`config.mk`:
```
export PLATFORM = sky130hd
export DESIGN_NAME = mc_fetch_unit
export DESIGN_NICKNAME = d
export VERILOG_FILES = /design/src/rtl/mc_fetch_unit.sv
export SDC_FILE = /design/constraint.sdc
export NUM_CORES = 1
export LEC_CHECK = 0
export CAP_MARGIN = 20
export CORE_MARGIN = 1
export CORE_UTILIZATION = 30
export DETAILED_ROUTE_END_ITERATION = 8
export GPL_TIMING_DRIVEN = 0
export PLACE_DENSITY = 0.58
export SKIP_CTS_REPAIR_TIMING = 1
export SLEW_MARGIN = 30
export SYNTH_ARGS = -nofsm -noshare
export SYNTH_HDL_FRONTEND = slang
export SYNTH_SLANG_ARGS = --single-unit
```
`constraint.sdc`:
```
create_clock -name i_clk -period 8 [get_ports i_clk]
set_clock_uncertainty 0.1 [all_clocks]
set_input_delay 0.8 -clock i_clk [delete_from_list [all_inputs] [get_ports i_clk]]
set_output_delay 0.8 -clock i_clk [all_outputs]
set_load 0.005 [all_outputs]
```
`src/rtl/mc_fetch_unit.sv`:
```
// Purpose: PC owner and instruction fetcher; issues PC to imem over req/ack, latches IR, commits next PC.
// Latency: o_imem_req rises 1 cycle after i_start; o_ir/o_ir_valid update 1 cycle after i_imem_ack.
// Backpressure: imem stalls by withholding i_imem_ack; req/addr and PC are held frozen until it arrives.
//
// Ports:
//   i_clk, i_rst_n                 clock (rising edge), async active-low reset
//   i_start                        fetch request from the control FSM (ignored while a fetch is outstanding)
//   i_pc_we, i_pc_sel              commit next PC: 00 seq, 01 branch, 10 jump, 11 jr
//   i_branch_off, i_jump_idx,
//   i_jr_target                    next-PC operands
//   o_imem_req, o_imem_addr        fetch request and address to imem
//   i_imem_ack, i_imem_data        imem response
//   o_ir, o_ir_valid               instruction register and its qualifier
//   o_pc, o_pc_plus4               current PC, PC+4 of last fetched instruction
//   o_busy                         fetch outstanding
//   o_misalign                     1-cycle pulse on a rejected unaligned jr target
module mc_fetch_unit #(
  parameter logic [31:0] RESET_PC = 32'h0000_0000
) (
  input  logic        i_clk,
  input  logic        i_rst_n,
  input  logic        i_start,
  input  logic        i_pc_we,
  input  logic [1:0]  i_pc_sel,
  input  logic [31:0] i_branch_off,
  input  logic [25:0] i_jump_idx,
  input  logic [31:0] i_jr_target,
  output logic        o_imem_req,
  output logic [31:0] o_imem_addr,
  input  logic        i_imem_ack,
  input  logic [31:0] i_imem_data,
  output logic [31:0] o_ir,
  output logic        o_ir_valid,
  output logic [31:0] o_pc,
  output logic [31:0] o_pc_plus4,
  output logic        o_busy,
  output logic        o_misalign
);

  typedef enum logic [1:0] {
    IDLE  = 2'd0,
    REQ   = 2'd1,
    VALID = 2'd2
  } state_t;

  state_t      state;
  state_t      state_nxt;

  logic [31:0] next_pc;
  logic        we_ok;        // PC write allowed in this state
  logic        jr_bad;       // jr to a non-word-aligned target
  logic        pc_commit;
  logic [31:0] pc_new;       // PC as it will be after this edge
  logic        start_fetch;
  logic        ack_take;

  // Next-PC selection; everything wraps mod 2^32.
  always_comb begin
    next_pc = o_pc_plus4;
    case (i_pc_sel)
      2'b00:   next_pc = o_pc_plus4;
      2'b01:   next_pc = o_pc_plus4 + {i_branch_off[29:0], 2'b00};
      2'b10:   next_pc = {o_pc_plus4[31:28], i_jump_idx, 2'b00};
      default: next_pc = i_jr_target;
    endcase
  end

  assign we_ok       = i_pc_we && (state != REQ);
  assign jr_bad      = (i_pc_sel == 2'b11) && (i_jr_target[1:0] != 2'b00);
  assign pc_commit   = we_ok && !jr_bad;
  // A commit and a fetch in the same cycle fetch from the new PC.
  assign pc_new      = pc_commit ? next_pc : o_pc;
  assign start_fetch = i_start && (state != REQ);
  assign ack_take    = i_imem_ack && (state == REQ);

  // State register
  always_ff @(posedge i_clk or negedge i_rst_n) begin
    if (!i_rst_n) state <= IDLE;
    else          state <= state_nxt;
  end

  // Next-state logic
  always_comb begin
    state_nxt = state;
    case (state)
      IDLE:    if (i_start)    state_nxt = REQ;
      REQ:     if (i_imem_ack) state_nxt = VALID;
      VALID:   if (i_start)    state_nxt = REQ;
      default:                 state_nxt = IDLE;
    endcase
  end

  // Output logic; req is a pure function of state so an async reset drops it at once.
  always_comb begin
    o_imem_req = (state == REQ);
    o_busy     = (state == REQ);
  end

  // Datapath registers
  always_ff @(posedge i_clk or negedge i_rst_n) begin
    if (!i_rst_n) begin
      o_pc        <= RESET_PC;
      o_pc_plus4  <= RESET_PC + 32'd4;
      o_ir        <= 32'h0;
      o_ir_valid  <= 1'b0;
      o_imem_addr <= RESET_PC;
      o_misalign  <= 1'b0;
    end else begin
      o_misalign <= we_ok && jr_bad;
      o_pc       <= pc_new;
      if (start_fetch) begin
        o_imem_addr <= pc_new;
        o_ir_valid  <= 1'b0;
      end else if (ack_take) begin
        o_ir        <= i_imem_data;
        o_pc_plus4  <= o_pc + 32'd4;
        o_ir_valid  <= 1'b1;
      end else if (pc_commit) begin
        // IR no longer corresponds to PC.
        o_ir_valid  <= 1'b0;
      end
    end
  end

endmodule

```
* Word level (Yosys, flattened, before mapping)
Cells that the tools add are included.
Cells by class: add/sub/neg operators 2, equal/unequal tests 8, order comparisons 0, multipliers 0, muxes and demuxes 8, div/mod/pow operators 0, shift-type cells 0, reduce and logical (&&, ||, !) cells 14, bitwise gates (word level) 1
Operator list (number):
- case mux 32 bit (3 select lines) | 1
- adder 32 x 3 -> 32 bit, second input constant | 1
- adder 32 bit | 1
- 2-to-1 mux 32 bit | 1
- equality test 2 bit, second input constant | 3
- logical AND 1 bit | 6
- equality test 2 x 1 -> 1 bit, second input constant | 2
- zero test 2 bit | 2
- 2-to-1 mux 2 bit | 2
- inequality test 2 x 1 -> 1 bit, second input constant | 2
- case mux 2 bit (2 select lines) | 1
- AND reduction 2 bit | 2
- 2-to-1 mux 1 bit | 3
- nonzero test 3 bit | 1
- inequality test 2 bit, second input constant | 1
- nonzero test 2 bit | 1
- OR reduction 2 bit | 1
- zero test 1 bit | 1
- NOT 1 bit | 1
Storage, ports and cells: memories kept 0, output and inout port bits 132, register bits 132, RAM bits 0, memory bits (read-only) 0, input port bits 129, latch bits 0, word-level logic and storage cells 40

* Depth between registers and ports, before layout
depth in word-level cells 7, depth in mapped cells 12, gate-level depth less buffers 12

* Worst setup path after synthesis
No wires, ideal clock.
path type in2reg, start input port i_branch_off[0], end register o_imem_addr[20], library setup time 125 ps, stages 12, arrival 3393 ps, buffers on the path 0, slack 4382 ps, required time 7775 ps, cell sequence ha_1 > inv_1 > fa_1 > nor2b_1 > o211ai_1 > a31o_2 > o21ai_1 > a21o_1 > xor2_1 > mux4_2 > mux2_2 > mux2_2
Between the ends: cells in the longest elaborated chain, start to end 3
Ends and longest elaborated chain:
- from (decl) | line 25 | input logic [31:0] i_branch_off,
- adder 32 bit | line 62 | 2'b01: next_pc = o_pc_plus4 + {i_branch_off[29:0], 2'b00};
- case mux 32 bit (3 select lines) | line 60 | case (i_pc_sel)
- 2-to-1 mux 32 bit | line 72 | assign pc_new = pc_commit ? next_pc : o_pc;
- net pc_new[20] | line 53 | logic [31:0] pc_new;
- to (signal assigned) | line 112 | o_imem_addr <= pc_new;
- to (decl) | line 29 | output logic [31:0] o_imem_addr,
The timed path passes the listed nets, and every way through them passes these cells. A chain may end at the register's enable or synchronous reset.

* Worst setup path after layout
Ends and elaborated chain as after synthesis.

==> qor.json <==
{
  "placed_design": {
    "gp_routability_congestion": 0.880,
    "placedCellCount": 1343,
    "io_buffers": 258,
    "detailed_placement_wirelength_estimate_um": 21300,
    "placedInstanceArea_mm2": 0.0107,
    "dp_slack_ns": 3.39
  },
  "yosys": {
    "post_synth_most_frequent_cells": "131 x sky130_fd_sc_hd__dfrtp_1, 118 x sky130_fd_sc_hd__nand2_1, 62 x sky130_fd_sc_hd__mux2_2, 54 x sky130_fd_sc_hd__o21ai_0, 46 x sky130_fd_sc_hd__nor2_1",
    "synth.most_common_cell": "sky130_fd_sc_hd__dfrtp_1",
    "synth_sequential_area_ratio_pct": 43.0,
    "synth_fp_nets": 914,
    "synthTopCellsByArea": "sky130_fd_sc_hd__dfrtp_1 43%, sky130_fd_sc_hd__mux2_2 9.1%, sky130_fd_sc_hd__nand2_1 5.8%, sky130_fd_sc_hd__ha_1 4.9%, sky130_fd_sc_hd__mux4_2 4.4%",
    "library_cell_with_the_largest_summed_area_after_synthesis": "sky130_fd_sc_hd__dfrtp_1",
    "ys_async_sr_fraction_pct": 100,
    "postSynthAreaPerCell_um2": 10.2,
    "synth_cell_types": 70,
    "yosys.area.top_type_share_pct": 42.6,
    "synth_edf_count": 0,
    "syn-instance-count": 754,
    "syn-cell-area_mm2": 0.00769,
    "dominantRegCellSynth": "sky130_fd_sc_hd__dfrtp_1",
    "synth-seq-cells": 132,
    "ys_warn_count": 0
  },
  "setup_path": {
    "reg2reg_slack_ns": 4.03,
    "cp_max_fo": 6,
    "timing.rr.end": "o_imem_addr[20]",
    "worstPathRequired_ns": 8.20,
    "reg_to_reg_critical_path_startpoint": "o_pc_plus4[2]",
    "crit_path_end_kind": "flip-flop",
    "setup.worst_path.start_class": "primary input",
    "criticalPathCategory": "primary input to flip-flop",
    "crit_arrival_ns": 4.48,
    "r2r_cells": 12
  },
  "cts": {
    "clkTransAtPathRegs_ns": 0.06,
    "tritoncts_num_sinks": 132,
    "cts-buffers-inserted": 17,
    "tritoncts": "built",
    "clockRootBuffer": "sky130_fd_sc_hd__clkbuf_16",
    "worstSkewPairLatency_ns": 0.41,
    "cts_htree_levels": 4,
    "clockBufferDepth": 2
  },
  "pwr": {
    "total_power_divided_by_cell_area_mw_per_mm2": 357,
    "p_sw_share_pct": 37.0,
    "peakVddDrop_v": 0.000132,
    "intPower_mw": 2.53,
    "share_seq_of_total_power_pct": 31.4,
    "total_leakage_power_nw": 4.69,
    "power_frac_comb_pct": 50.4,
    "netSwitchingPower_mw": 1.49,
    "pwr-share-clk_pct": 18.1,
    "p_total_mw": 4.03
  },
  "cells_and_area": {
    "num-nets-final": 1192,
    "layoutNonFillerInstCount": 1376,
    "multi_input_comb_area_mm2": 0.00419,
    "postLayoutCellArea_mm2": 0.0113,
    "layout.area.seq_mm2": 0.00330,
    "drive_gt1_share_pct": 12.2,
    "final_core_util_pct": 44.8,
    "n_fill_cell": 2402,
    "area.growth.synth_to_final_pct": 46.6
  },
  "global_routing": {
    "gr-usage-all-layers_pct": 20.7,
    "antenna_violations_before_repair": 1,
    "vias_in_the_first_global_route": 6862,
    "wire_length_of_the_first_global_routing_pass_um": 40500,
    "grt.overflow.total": 0,
    "pin_count_of_the_biggest_net_entering_global_routing": 71
  },
  "timing": {
    "setup-violations-final": 0,
    "slew-limit-headroom_pct": 37.4,
    "hold_viol": 0,
    "fin_hold_ws_ns": 0.248,
    "setup_tns_ns": 0,
    "tightestPinTransition_ns": 0.940,
    "clock.fmax_ghz": 0.233,
    "report.final.slew_viol_count": 0,
    "rsz0062_at_grt": "false",
    "min_period_over_period_pct": 53.6,
    "period_needed_ns": 4.28,
    "final.setup.worst_slack_ns": 3.72
  },
  "drt": {
    "first_drt_pass_iteration_count": 5,
    "final_antenna_net_count": 0,
    "detail_route.wl_per_cell_um": 19.7,
    "vias": 6880,
    "drt_iter0_drc": 466,
    "drcViolationCount": 0,
    "detail_route.wirelength_um": 27100,
    "route.detailed.vias_per_inst": 5.00
  },
  "floorplan": {
    "initial_core_util_pct": 30.5,
    "die_width_um": 162,
    "ios": 261,
    "chipHeight_um": 162,
    "dieArea_mm2": 0.0263,
    "row_count": 58,
    "design.core.area_mm2": 0.0252
  },
  "hold_path": {
    "hold_path.class": "primary input to async pin"
  },
  "run": {
    "cap_violations": 0
  },
  "run_status": {
    "status": "completed"
  }
}
critical path: stages:
cell and delay (ns):
sky130_fd_sc_hd__clkdlybuf4s50_1 0.49, sky130_fd_sc_hd__ha_1 0.23, sky130_fd_sc_hd__inv_1 0.08, sky130_fd_sc_hd__fa_1 0.46
sky130_fd_sc_hd__nor2b_1 0.20, sky130_fd_sc_hd__o211ai_1 0.15, sky130_fd_sc_hd__a31o_2 0.31, sky130_fd_sc_hd__o21ai_1 0.31
sky130_fd_sc_hd__a21o_1 0.29, sky130_fd_sc_hd__xor2_1 0.09, sky130_fd_sc_hd__mux4_2 0.49, sky130_fd_sc_hd__mux2_2 0.31
sky130_fd_sc_hd__mux2_2 0.27
how the worst max path moves through the flow:
stage	startpoint	end	slack, ns	cells after the start
after global routing	i_branch_off[0]	o_imem_addr[20]	3.56	13
final	i_branch_off[0]	o_imem_addr[20]	3.72	13
after detailed placement	i_branch_off[0]	o_imem_addr[20]	3.39	13
after floorplan	i_branch_off[0]	o_imem_addr[20]	4.38	12
after CTS	i_branch_off[0]	o_imem_addr[20]	3.80	13
after global placement	i_rst_n	o_pc[27]	0.55	1
flip-flops by register name, summed over array words and instances (netlist names):
register,cells
o_pc,32
o_misalign,1
state,2
o_imem_addr,32
o_ir_valid,1
o_pc_plus4,32
o_ir,32
area by class of cell:
class | count | share of cell area [%]
multi-input cells | 570 | 37.1
flip-flops and latches | 132 | 29.3
repair buffers | 259 | 23.2
clock buffers | 27 | 4.37
well taps | 330 | 3.66
plain buffers | 33 | 1.21
inverters | 19 | 0.632
clock inverters | 5 | 0.488
diodes | 1 | 0.0222
layout by cell type, fill, tap and decap left out, types with 17 or more instances in the layout:
| cell type | Yosys | layout |
|---|---|---|
| sky130_fd_sc_hd__xor2_1 | 19 | 19 |
| sky130_fd_sc_hd__xnor2_1 | 27 | 27 |
| sky130_fd_sc_hd__nor2_1 | 46 | 46 |
| sky130_fd_sc_hd__clkdlybuf4s50_1 | 0 | 257 |
| sky130_fd_sc_hd__mux2_2 | 62 | 62 |
| sky130_fd_sc_hd__inv_1 | 18 | 18 |
| sky130_fd_sc_hd__dfrtp_1 | 131 | 131 |
| sky130_fd_sc_hd__nand3_1 | 25 | 25 |
| sky130_fd_sc_hd__nand2_1 | 118 | 118 |
| sky130_fd_sc_hd__clkbuf_1 | 24 | 31 |
| sky130_fd_sc_hd__ha_1 | 30 | 30 |
| sky130_fd_sc_hd__clkbuf_16 | 0 | 17 |
| sky130_fd_sc_hd__o21ai_0 | 54 | 54 |
power by group through the flow:
stage | logic (mW) | clock network, mW | registers, mW
floorplan | 0.997 | 0 | 1.22
global placement | 2.02 | 0 | 1.26
detailed placement | 2.02 | 0 | 1.27
CTS | 2.04 | 0.749 | 1.26
global route | 2.21 | 0.777 | 1.31
finish | 2.03 | 0.731 | 1.26
kinds of logic (layout without fill, tap and decap cells):
logic type	after synthesis	in the layout	synth area share (%)
multiplexers	87	87	15.0
flip-flops	132	132	43.0
other	0	1	0
adder cells (fa/ha/maj)	31	31	5.14
XOR/XNOR	46	46	5.24
AO/OA/AOI/OAI	161	161	14.7
AND/OR/NAND/NOR	245	245	14.3
buffers and inverters	52	343	2.70
routing by layer:
metal | global-route usage, % | vias to the layer above | part of all wire, %
met5 | 0 | - | 0
met4 | 7.76 | 0 | 2.4
met3 | 5.75 | 32 | 7.5
met2 | 32.9 | 246 | 46
met1 | 26.8 | 3285 | 44
li1 | - | 3317 | -
(Power assumes the default switching activity.)
